## config.mk

```make
export PLATFORM = sky130hd
export DESIGN_NAME = cache_port_arbiter
export DESIGN_NICKNAME = d
export VERILOG_FILES = /design/src/rtl/cache_arb_pkg.sv /design/src/rtl/cache_port_arbiter_rr_pick.sv /design/src/rtl/cache_port_arbiter.sv
export SDC_FILE = /design/constraint.sdc
export NUM_CORES = 1
export LEC_CHECK = 0
export ABC_CLOCK_PERIOD_IN_PS = 1700
export BUFFER_PORTS_ARGS = -buffer_cell sky130_fd_sc_hd__buf_4
export CORE_ASPECT_RATIO = 1.1
export CORE_UTILIZATION = 43
export DETAILED_ROUTE_END_ITERATION = 8
export PLACE_DENSITY = 0.78
export SLEW_MARGIN = 0
export SYNTH_ARGS = -nofsm -noshare
export SYNTH_HDL_FRONTEND = slang
export SYNTH_SLANG_ARGS = --single-unit
```

## constraint.sdc

```tcl
create_clock -name c_clk -period 1.7 [get_ports c_clk]
set_input_delay 0.085 -clock c_clk [delete_from_list [all_inputs] [get_ports c_clk]]
set_output_delay 0.085 -clock c_clk [all_outputs]
set_load 0.02 [all_outputs]
```

## src/rtl/cache_arb_pkg.sv

```systemverilog
// Shared definitions for the cache port arbiter: FSM state encoding and
// the widths of the cache request port fields.
package cache_arb_pkg;

  localparam int ADDR_W = 16;
  localparam int DATA_W = 32;
  localparam int BVAL_W = 4;

  typedef enum logic [1:0] {
    IDLE    = 2'd0,
    ISSUE   = 2'd1,
    RECOVER = 2'd2
  } arb_state_e;

endpackage

```

## src/rtl/cache_port_arbiter_rr_pick.sv

```systemverilog
// rr_pick: combinational round-robin priority picker. Returns the first
// pending requester found searching upward from rr_ptr_i with wrap-around.
// rr_ptr_i is always < NREQ, so indices >= NREQ can never be produced.
module rr_pick #(
  parameter int NREQ = 2,
  parameter int IDW  = 1
) (
  input  logic [NREQ-1:0] pending_i,
  input  logic [IDW-1:0]  rr_ptr_i,
  output logic [IDW-1:0]  idx_o,
  output logic            any_o
);

  logic [2*NREQ-1:0] dbl;
  logic [NREQ-1:0]   rot;
  logic [IDW-1:0]    off;
  logic [IDW:0]      sum;

  // Rotate the pending vector so bit 0 is the requester at rr_ptr_i.
  assign dbl = {pending_i, pending_i};
  assign rot = NREQ'(dbl >> rr_ptr_i);

  // Lowest set bit of the rotated vector is the winner; map back modulo NREQ.
  always_comb begin
    any_o = |rot;
    off   = '0;
    for (int k = NREQ - 1; k >= 0; k--) begin
      if (rot[k]) off = IDW'(k);
    end
    sum = {1'b0, rr_ptr_i} + {1'b0, off};
    if (sum >= (IDW+1)'(NREQ)) sum = sum - (IDW+1)'(NREQ);
    idx_o = sum[IDW-1:0];
  end

endmodule

```

## src/rtl/cache_port_arbiter.sv

```systemverilog
// cache_port_arbiter: shares one cache request port among NREQ requesters
// in the cache clock domain. Round-robin grant, one transaction in flight,
// all outputs registered. FSM: IDLE -> ISSUE -> RECOVER -> IDLE.
// Optional feature macro: ARB_TIMEOUT_EN adds an ISSUE watchdog that aborts
// the transaction after TIMEOUT_CYC cycles and flags req_err.
module cache_port_arbiter
  import cache_arb_pkg::*;
#(
  parameter int NREQ        = 2,
  parameter int IDW         = 1,
  parameter int TIMEOUT_CYC = 255
) (
  input  logic                     c_clk,
  input  logic                     Reset,
  input  logic [NREQ-1:0]          req_rd,
  input  logic [NREQ-1:0]          req_wr,
  input  logic [ADDR_W*NREQ-1:0]   req_addr,
  input  logic [DATA_W*NREQ-1:0]   req_wdata,
  input  logic [BVAL_W*NREQ-1:0]   req_bval,
  output logic [NREQ-1:0]          req_ack,
  output logic [DATA_W-1:0]        req_rdata,
  output logic                     req_err,
  output logic                     busy,
  output logic [IDW-1:0]           grant_id,
  output logic [ADDR_W-1:0]        c_addr,
  output logic [DATA_W-1:0]        c_wdata,
  output logic [BVAL_W-1:0]        c_bval,
  output logic                     c_rd,
  output logic                     c_wr,
  input  logic [DATA_W-1:0]        c_rdata,
  input  logic                     c_ack
);

  arb_state_e          state_q;
  logic [ADDR_W-1:0]   c_addr_q;
  logic [DATA_W-1:0]   c_wdata_q;
  logic [BVAL_W-1:0]   c_bval_q;
  logic                c_rd_q;
  logic                c_wr_q;
  logic [NREQ-1:0]     req_ack_q;
  logic [DATA_W-1:0]   req_rdata_q;
  logic [IDW-1:0]      grant_q;
  logic [IDW-1:0]      rr_ptr_q;

  logic [NREQ-1:0]     pending;
  logic [IDW-1:0]      pick_idx;
  logic                pick_any;
  logic [ADDR_W-1:0]   sel_addr_d;
  logic [DATA_W-1:0]   sel_wdata_d;
  logic [BVAL_W-1:0]   sel_bval_d;
  logic                sel_rd_d;
  logic                sel_wr_d;
  logic [IDW-1:0]      rr_ptr_d;

`ifdef ARB_TIMEOUT_EN
  localparam int TMO_W = ($clog2(TIMEOUT_CYC + 1) > 8) ? $clog2(TIMEOUT_CYC + 1) : 8;
  logic [TMO_W-1:0]    tmo_q;
  logic                req_err_q;
`else
  // TIMEOUT_CYC only has meaning in the watchdog build.
  logic                unused_cfg;
  assign unused_cfg = ^TIMEOUT_CYC;
`endif

  // A request with both rd and wr set counts once and is served as a read.
  assign pending = req_rd | req_wr;

  rr_pick #(
    .NREQ (NREQ),
    .IDW  (IDW)
  ) u_pick (
    .pending_i (pending),
    .rr_ptr_i  (rr_ptr_q),
    .idx_o     (pick_idx),
    .any_o     (pick_any)
  );

  // Route the picked requester's fields and compute the next round-robin start.
  always_comb begin
    sel_addr_d  = '0;
    sel_wdata_d = '0;
    sel_bval_d  = '0;
    sel_rd_d    = 1'b0;
    sel_wr_d    = 1'b0;
    for (int i = 0; i < NREQ; i++) begin
      if (pick_idx == IDW'(i)) begin
        sel_addr_d  = req_addr[ADDR_W*i +: ADDR_W];
        sel_wdata_d = req_wdata[DATA_W*i +: DATA_W];
        sel_bval_d  = req_bval[BVAL_W*i +: BVAL_W];
        sel_rd_d    = req_rd[i];
        sel_wr_d    = req_wr[i] & ~req_rd[i];
      end
    end
    rr_ptr_d = (pick_idx == IDW'(NREQ - 1)) ? '0 : pick_idx + IDW'(1);
  end

  // Arbitration FSM with all cache-side and requester-side outputs registered.
  always_ff @(posedge c_clk) begin
    if (Reset) begin
      state_q     <= IDLE;
      c_addr_q    <= '0;
      c_wdata_q   <= '0;
      c_bval_q    <= '0;
      c_rd_q      <= 1'b0;
      c_wr_q      <= 1'b0;
      req_ack_q   <= '0;
      req_rdata_q <= '0;
      grant_q     <= '0;
      rr_ptr_q    <= '0;
`ifdef ARB_TIMEOUT_EN
      tmo_q       <= '0;
      req_err_q   <= 1'b0;
`endif
    end else begin
      // req_ack / req_err are single-cycle pulses.
      req_ack_q <= '0;
`ifdef ARB_TIMEOUT_EN
      req_err_q <= 1'b0;
`endif
      case (state_q)
        IDLE: begin
          if (pick_any) begin
            c_addr_q  <= sel_addr_d;
            c_wdata_q <= sel_wdata_d;
            c_bval_q  <= sel_bval_d;
            c_rd_q    <= sel_rd_d;
            c_wr_q    <= sel_wr_d;
            grant_q   <= pick_idx;
            rr_ptr_q  <= rr_ptr_d;
            state_q   <= ISSUE;
`ifdef ARB_TIMEOUT_EN
            tmo_q     <= '0;
`endif
          end
        end
        ISSUE: begin
          // c_ack wins over a coinciding watchdog expiry.
          if (c_ack) begin
            req_rdata_q        <= c_rdata;
            req_ack_q[grant_q] <= 1'b1;
            c_rd_q             <= 1'b0;
            c_wr_q             <= 1'b0;
            state_q            <= RECOVER;
          end
`ifdef ARB_TIMEOUT_EN
          else if (tmo_q == TMO_W'(TIMEOUT_CYC - 1)) begin
            req_rdata_q        <= '0;
            req_ack_q[grant_q] <= 1'b1;
            req_err_q          <= 1'b1;
            c_rd_q             <= 1'b0;
            c_wr_q             <= 1'b0;
            state_q            <= RECOVER;
          end else begin
            tmo_q <= tmo_q + TMO_W'(1);
          end
`endif
        end
        RECOVER: begin
          // Guaranteed idle gap at the cache before the next grant.
          state_q <= IDLE;
        end
        default: state_q <= IDLE;
      endcase
    end
  end

  assign c_addr    = c_addr_q;
  assign c_wdata   = c_wdata_q;
  assign c_bval    = c_bval_q;
  assign c_rd      = c_rd_q;
  assign c_wr      = c_wr_q;
  assign req_ack   = req_ack_q;
  assign req_rdata = req_rdata_q;
  assign grant_id  = grant_q;
  assign busy      = (state_q != IDLE);
`ifdef ARB_TIMEOUT_EN
  assign req_err   = req_err_q;
`else
  assign req_err   = 1'b0;
`endif

endmodule
```

Word level (Yosys, flattened, before mapping)
Index checks and enable logic that the tools add are counted.
{ "word_totals": {"ff_bits": 92, "inputBits": 143} }
{ "op_classes": {"n_eq_ne": 3, "n_reduce_logical": 10, "n_addsub": 3, "shift": 1, "order_cmp": 3, "n_bitwise": 7, "muxes": 19} }
{ "ops": {"columns": ["operator", "count"], "rows": [
  ["32-bit 2-to-1 mux", 1],
  ["16-bit 2-to-1 mux", 1],
  ["1-bit 2-to-1 mux", 10],
  ["2-bit AND reduction", 3],
  ["2-bit 2-to-1 mux", 2],
  ["4-bit 2-to-1 mux", 1],
  ["2-bit != test (second input constant)", 2],
  ["1-bit NOT", 4],
  ["1-bit one-hot mux with 2 select lines", 2],
  ["2-bit one-hot mux with 2 select lines", 1],
  ["2-bit nonzero test", 2],
  ["4-bit by 1-bit right shift with 2-bit output", 1],
  ["3-bit AND reduction", 1],
  ["3-bit OR reduction", 1],
  ["1-bit by 1-bit adder with 2-bit output", 1],
  ["1-bit AND", 2],
  ["2-bit by 1-bit equality test with 1-bit output (second input constant)", 1],
  ["2-bit >= comparator (second input constant)", 1],
  ["2-bit zero test", 1],
  ["1-bit by 2-bit less-than comparator with 1-bit output (second input constant)", 1],
  ["2-bit OR", 1],
  ["2-bit OR reduction", 1],
  ["1-bit adder (second input constant)", 1],
  ["1-bit demux with 1-bit select", 1],
  ["other kinds (3)", 3]
]} }

Logic depth before layout (Yosys ltp)
Gate-level depths: netlist of the first run.
{ "depth": {"ltp_word": 10, "ltp_mapped": 6, "ltp_nobuf": 3} }

Modules after synthesis
A second synthesis of the first run with hierarchy kept.
{ "unflattened": {"cells_unflattened": 412, "hier_area_um2": 3988.8} }
{ "by_module_without_submodules": {"columns": ["module", "cells_per_inst", "seq_area_each_um2", "n_inst", "area_each_um2"], "rows": [
  ["cache_port_arbiter", 408, 1841.8, 1, 3970.1],
  ["rr_pick", 4, 0.0, 1, 18.8]
]} }

Worst setup path after synthesis of the first run
OpenSTA, ideal clock, no wires.
{ "synth_path": {"path_kind": "register to register", "start": "register state_q[0]", "end": "register c_addr_q[12] (netlist: c_addr[12])", "path_slack_ns": 0.106, "t_arrival_ns": 1.472, "path_stages_with_launch": 7, "setup_ns": 0.122, "cell_sequence": "dfxtp_1 -> or2_1 -> buf_2 -> o21a_1 -> buf_6 -> buf_6 -> a221o_1"} }
{ "synth_via": {"elab_chain_len": 2} }
{ "synth_lines": {"columns": ["element", "line", "rtl"], "rows": [
  ["start, declared", "cache_port_arbiter.sv:34", "arb_state_e state_q;"],
  ["start signal, assigned", "cache_port_arbiter.sv:100", "state_q <= IDLE;"],
  ["start signal, assigned", "cache_port_arbiter.sv:130", "state_q <= ISSUE;"],
  ["start signal, assigned", "cache_port_arbiter.sv:143", "state_q <= RECOVER;"],
  ["2-bit zero test", "cache_port_arbiter.sv:120", "case (state_q)"],
  ["2-bit AND reduction (no source line)", null, null],
  ["end signal, assigned", "cache_port_arbiter.sv:123", "c_addr_q <= sel_addr_d;"],
  ["end, declared", "cache_port_arbiter.sv:35", "logic [ADDR_W-1:0] c_addr_q;"]
]} }
No other way between the ends.
A chain may end at the register's enable or synchronous reset.

Final worst setup path of the first run
{ "layout_path": {"start": "register state_q[0]", "end": "register c_wdata_q[12] (netlist: c_wdata[12])"} }
{ "layout_via": {"elab_chain_len": 2} }
{ "layout_lines": {"columns": ["element", "line", "rtl"], "rows": [
  ["2-bit zero test", "cache_port_arbiter.sv:120", null],
  ["2-bit AND reduction (no source line)", null, null],
  ["end signal, assigned", "cache_port_arbiter.sv:124", "c_wdata_q <= sel_wdata_d;"],
  ["end, declared", "cache_port_arbiter.sv:36", "logic [DATA_W-1:0] c_wdata_q;"]
]} }
No other way between the ends.

==> impl_metrics.ini, run 1 <==
[yosys]
ys_types = 34
syn_nets = 513
synth_edf_count = 0
syn_area_mm2 = 0.00371
ys_ff_latch = 92
yosys.area.top_type = dfxtp_1
seq_area_frac_synth_pct = 49.7
synthFlopType = dfxtp_1
yosysTopAreaCellShare_pct = 49.7
synth_warnings = 0
async_flop_share_pct = 0
syn_inst = 370
synth_area_leaders = dfxtp_1, a221o_1, nor4b_1
avgSynthCellArea_um2 = 10.0

[floorplanning]
die-area_mm2 = 0.00900
die_x_um = 90.5
die_y_um = 99.4
core_area_mm2 = 0.00836
initial_core_util_pct = 44.3
io_pins = 234
rows = 35

[cts]
clkSlewWorstSetupHoldPaths_ns = 0.08
cts_tree = yes
cts_sinks = 92
cts_setup_buffers = 0
cts_htree_levels = 3
clk_latency_ns = 0.36
cts_buffer_depth = 2
clockRootBuffer = clkbuf_8
numCtsBuffers = 9

[worst_hold_path]
min_to = req_rdata[31]$_SDFFE_PP0P_
hp-start = c_rdata[31]
holdPathStages = 3
hp-class = in -> reg

[critical_path]
crit_type = reg -> reg
crit_start = state_q[0]$_SDFFE_PP0P_
regToRegStartpoint = state_q[0]$_SDFFE_PP0P_
cp_data_arrival_time_ns = 2.00
critPathCaptureType = flop
cp_data_required_time_ns = 1.98
r2r_cells = 4
crit_path_start_kind = flop
critPathMaxFanout = 38
timing.rr.end = c_wdata[12]$_SDFFE_PP0P_
r2r_slack_ns = -0.02

[global_route]
antenna_found_initial = 0
track_usage_pct = 30.0
grt_pass1_wl_um = 21400
grt_max_degree = 53
grt_pass1_vias = 4349
grt.overflow.total = 0

[final_layout]
synthToLayoutAreaGrowth_pct = 79.1
antenna_cells = 0
drive_above_1_share_pct = 40.9
utilization_pct = 79.4
final_nets = 813

[place]
dp_hpwl_um = 8200
dp_slack_ns = 0.0514
portBuffers = 232
place_congestion = 0.741

[sta]
skew_ns = 0.00906
finalSetupViolCount = 1
fin_ws_ns = -0.0193
rsz0062_at_grt = true
fin_crit_sh_pct = 101
timing_hold_violations_final = 0
slew_violations = 0
period_needed_ns = 1.72
fmax_mhz = 582

[route]
ant_nets = 0
dr.pass1.iters = 4
vias = 4367
drtIter0Drc = 197
post_drt_wl_per_cell_um = 18.3
vias_per_cell = 5.56
finalWirelength_um = 14400
drc_errors = 0

[job]
maxCapViolations = 0

[pwr]
irDropWorstVdd_uv = 478
powerDensity_mw_per_mm2 = 882
total_power_mw = 5.86
p_leak_nw = 2.90

[status]
status = complete, but fails checks
violations = setup timing
## cell type report
type | instances | area (um^2)
timing repair buffer | 330 | 2750
sequential | 92 | 1840
fill | 509 | 1720
multi-input combinational | 234 | 1670
tap | 111 | 139
clock buffer | 12 | 135
clock inverter | 4 | 97.6
inverter | 3 | 11.3
## flip-flops by register name, indices dropped and copies added (netlist names)
| signal | flops |
|---|---|
| rr_ptr_q | 1 |
| c_addr | 16 |
| req_rdata | 32 |
| state_q | 2 |
| grant_id | 1 |
| c_wr | 1 |
| req_ack | 2 |
| c_rd | 1 |
| c_wdata | 32 |
| c_bval | 4 |
## routing by layer
metal  GRT usage, %  wire length (um)
met1           32.7              5460
met2           53.6              7320
met4           14.4               436
met5              0                 0
met3           8.26              1200
## critical path, stage by stage, from the launching register on
cell and delay (ns):
dfxtp_1 0.32, or3_2 0.55, buf_12 0.21, nor4b_2 0.37, a221o_1 0.20
## Yosys cell counts, types with 2 or more instances
| cell | instances |
|---|---|
| dfxtp_1 | 92 |
| nand2_1 | 65 |
| buf_2 | 2 |
| inv_1 | 3 |
| nor4b_1 | 52 |
| a221o_1 | 52 |
| or3_1 | 2 |
| and3b_1 | 2 |
| a21oi_1 | 35 |
| nor2_1 | 3 |
| o21ai_0 | 3 |
| clkbuf_1 | 25 |
| buf_6 | 12 |
| o21a_1 | 2 |
## report_power, final
part	internal, mW	switching, mW
registers	2.36	0.124
clock network	0.980	0.748
logic	0.849	0.794
total	4.19	1.67
## timing repair
| item | 4_1_cts | 5_1_grt |
|---|---|---|
| endpoints found under the setup margin | 0 | 11 |
| endpoints found under the hold margin | 83 | 0 |
| hold buffers | 83 | 0 |
| gates resized for setup | 0 | 8 |
## how the worst max path moves through the flow
stage,end,slack (ns)
floorplan,c_addr[12]$_SDFFE_PP0P_,0.11
global placement,c_wdata[4]$_SDFFE_PP0P_,0.11
detailed placement,c_addr[0]$_SDFFE_PP0P_,0.05
CTS,c_addr[0]$_SDFFE_PP0P_,0.03
global route,c_wdata[18]$_SDFFE_PP0P_,-0.02
finish,c_wdata[12]$_SDFFE_PP0P_,-0.02
## metrics by stage
step	hold WS [ns]	setup TNS, ns	area, um^2	cells
after floorplan	0.221	0	3710	370
after global placement	0.308	0	5510	686
after detailed placement	0.313	0	5510	686
after CTS	0.00390	0	6570	785
after global routing	0.0160	-0.0927	6640	786
final	0.0167	-0.0193	6640	786
## cell families after synthesis
kind of cell,synth area share (%)
simple gates,22.0
other cells,0.101
compound gates,21.2
flops,49.7
buf+inv,7.05
## cell usage in the layout, fill, tap and decap left out, types with 3 or more instances in the layout
| cell | count |
|---|---|
| dfxtp_1 | 92 |
| buf_4 | 242 |
| a221o_1 | 52 |
| inv_1 | 3 |
| clkbuf_8 | 9 |
| a21oi_1 | 35 |
| clkbuf_1 | 3 |
| nor4b_2 | 8 |
| bufinv_16 | 3 |
| nand2_1 | 65 |
| dlygate4sd3_1 | 83 |
| buf_12 | 4 |
| o21ai_0 | 3 |
| nor4b_1 | 44 |
(Power assumes the default switching activity.)
==> run 2: changes to the inputs <==
Settings changed: CORE_UTILIZATION 43 to 44, SYNTH_HIERARCHICAL set to 1.
==> impl_metrics.ini, run 2 <==
[status]
status = finished, final reports clean

[route]
post_drt_wl_per_cell_um = 14.3
ant_nets = 0
dr.pass1.iters = 4
vias = 3914
drc_errors = 0
vias_per_cell = 4.99
finalWirelength_um = 11200
drtIter0Drc = 108

[floorplanning]
die_x_um = 92.8
die_y_um = 102
die-area_mm2 = 0.00945
core_area_mm2 = 0.00883
io_pins = 234
initial_core_util_pct = 45.2
rows = 36

[yosys]
yosysTopAreaCellShare_pct = 46.2
yosys.area.top_type = dfxtp_1
synth_compound_area_share_pct = 20.4
synth_edf_count = 0
synth_top_family_by_area = compound AO/OA/AOI/OAI gates
async_flop_share_pct = 0
synth_fa_ha_area_share_pct = 0
synth-simple-area-share_pct = 14.3
ys_types = 27
synthFlopType = dfxtp_1
seq_area_frac_synth_pct = 46.2
avgSynthCellArea_um2 = 9.68
syn_area_mm2 = 0.00399
yosysMostFrequentCell = dfxtp_1
synth_area_leaders = dfxtp_1, a211oi_2, mux2i_1
synth.cells.most_frequent = dfxtp_1, nand2_1, nor2_1
synthXorXnorAreaFrac_pct = 0
synth_warnings = 6
syn_inst = 412
yosys-mux-area-fraction_pct = 13.3
syn_nets = 555
ys_ff_latch = 92

[critical_path]
critPathMaxFanout = 25
crit_type = reg -> reg
critical_path_buf_inv_count = 1
critPathCaptureType = flop
critPathTopFamily = compound AO/OA/AOI/OAI gates
slowest_stage = dfxtp_1
cp_cell_sequence = nor2_1, o21ai_4, buf_12, mux2i_1, a211oi_2
critPathMaxStageDelay_ns = 0.37
r2r_slack_ns = 0.18
cp_data_arrival_time_ns = 1.75
crit_path_start_kind = flop
cp_data_required_time_ns = 1.93

[global_route]
grt_max_degree = 45
grt_pass1_vias = 3848
antenna_found_initial = 0
track_usage_pct = 23.1
grt.overflow.total = 0
grt_pass1_wl_um = 17400

[final_layout]
fin_area_mm2 = 0.00638
utilization_pct = 72.3
stdcell_count = 785
n_fill_cell = 650
final_cell_mix = buf_4, dfxtp_1, nand2_1
antenna_cells = 0
final_common_cell = buf_4
synthToLayoutAreaGrowth_pct = 59.9
final_nets = 809
drive_above_1_share_pct = 46.9

[sta]
skew_ns = 0.00616
fin_ws_ns = 0.175
fin_crit_sh_pct = 89.7
timing_hold_violations_final = 0
period_needed_ns = 1.52
slew_violations = 0
finalSetupViolCount = 0
tns_ns = 0
rsz0062_at_grt = false
fmax_mhz = 656

[job]
maxCapViolations = 0

[pwr]
irDropWorstVdd_uv = 533
p_leak_nw = 2.89
powerDensity_mw_per_mm2 = 887

[place]
place_congestion = 0.727
placed_area_mm2 = 0.00582
post-place-cells = 734
portBuffers = 232
dp_slack_ns = 0.0518
dp_hpwl_um = 7670

[cts]
clockRootBuffer = clkbuf_8
numCtsBuffers = 9
cts_sinks = 92
clkSlewWorstSetupHoldPaths_ns = 0.09
clk_latency_ns = 0.35
cts_tree = yes
cts_buffer_depth = 2
cts_htree_levels = 3

[worst_hold_path]
hp-class = in -> reg
## run 2: cell count changes after synthesis, moves of 19 or more
| cell | change |
|---|---|
| nor2_1 | +53 |
| a221o_1 | -52 |
| mux2i_1 | +52 |
| nor4b_1 | -52 |
| a211oi_2 | +44 |
| clkbuf_1 | -19 |
## run 2: cells by family (layout without fill, tap and decap cells)
family | after synthesis | after routing
other | 1 | 1
buffers and inverters | 37 | 296
multiplexers | 53 | 53
AND/OR/NAND/NOR | 138 | 138
AO/OA/AOI/OAI | 91 | 91
flip-flops | 92 | 92
## run 2: final cells by class
cell class,instances,area (um^2),area share [%]
Clock buffer,10,138,2.16
Clock inverter,6,63.8,1.00
Multi-Input combinational cell,283,1930,30.3
Sequential cell,92,1840,28.9
Tap cell,114,143,2.24
Timing Repair Buffer,280,2260,35.4
## run 2: repair_timing
item	CTS	global route
hold endpoints to repair	33	0
gates resized for setup	0	0
setup buffers	0	2
hold buffers	33	0
endpoints found under the setup margin	0	5
## run 2: layer usage
metal | share of wire (%) | GRT usage, %
met1 | 39 | 25.1
met2 | 51 | 41.5
met3 | 6.5 | 4.99
met4 | 3.8 | 13.1
met5 | 0 | 0
## run 2: report_power, final
group	internal (mW)	switching, mW
Clock	0.717	0.759
Combinational	0.860	0.859
Sequential	2.35	0.110
Total	3.93	1.73
## run 2: metrics by stage
stage,power (mW),hold WS [ns]
6_report,5.66,0.0341
2_1_floorplan,3.47,0.202
3_5_place_dp,4.15,0.316
5_1_grt,5.95,0.0217
3_3_place_gp,4.11,0.313
4_1_cts,5.69,0.0118
## run 2: final timing paths
path / start / to / cells past startpoint
min reg2reg: req_rdata[6]$_SDFFE_PP0P_ / req_rdata[6]$_SDFFE_PP0P_ / 2
min: Reset / req_rdata[12]$_SDFFE_PP0P_ / 2
max reg2reg: rr_ptr_q$_SDFFE_PP0P_ / c_addr[12]$_SDFFE_PP0P_ / 5
max: rr_ptr_q$_SDFFE_PP0P_ / c_addr[12]$_SDFFE_PP0P_ / 5
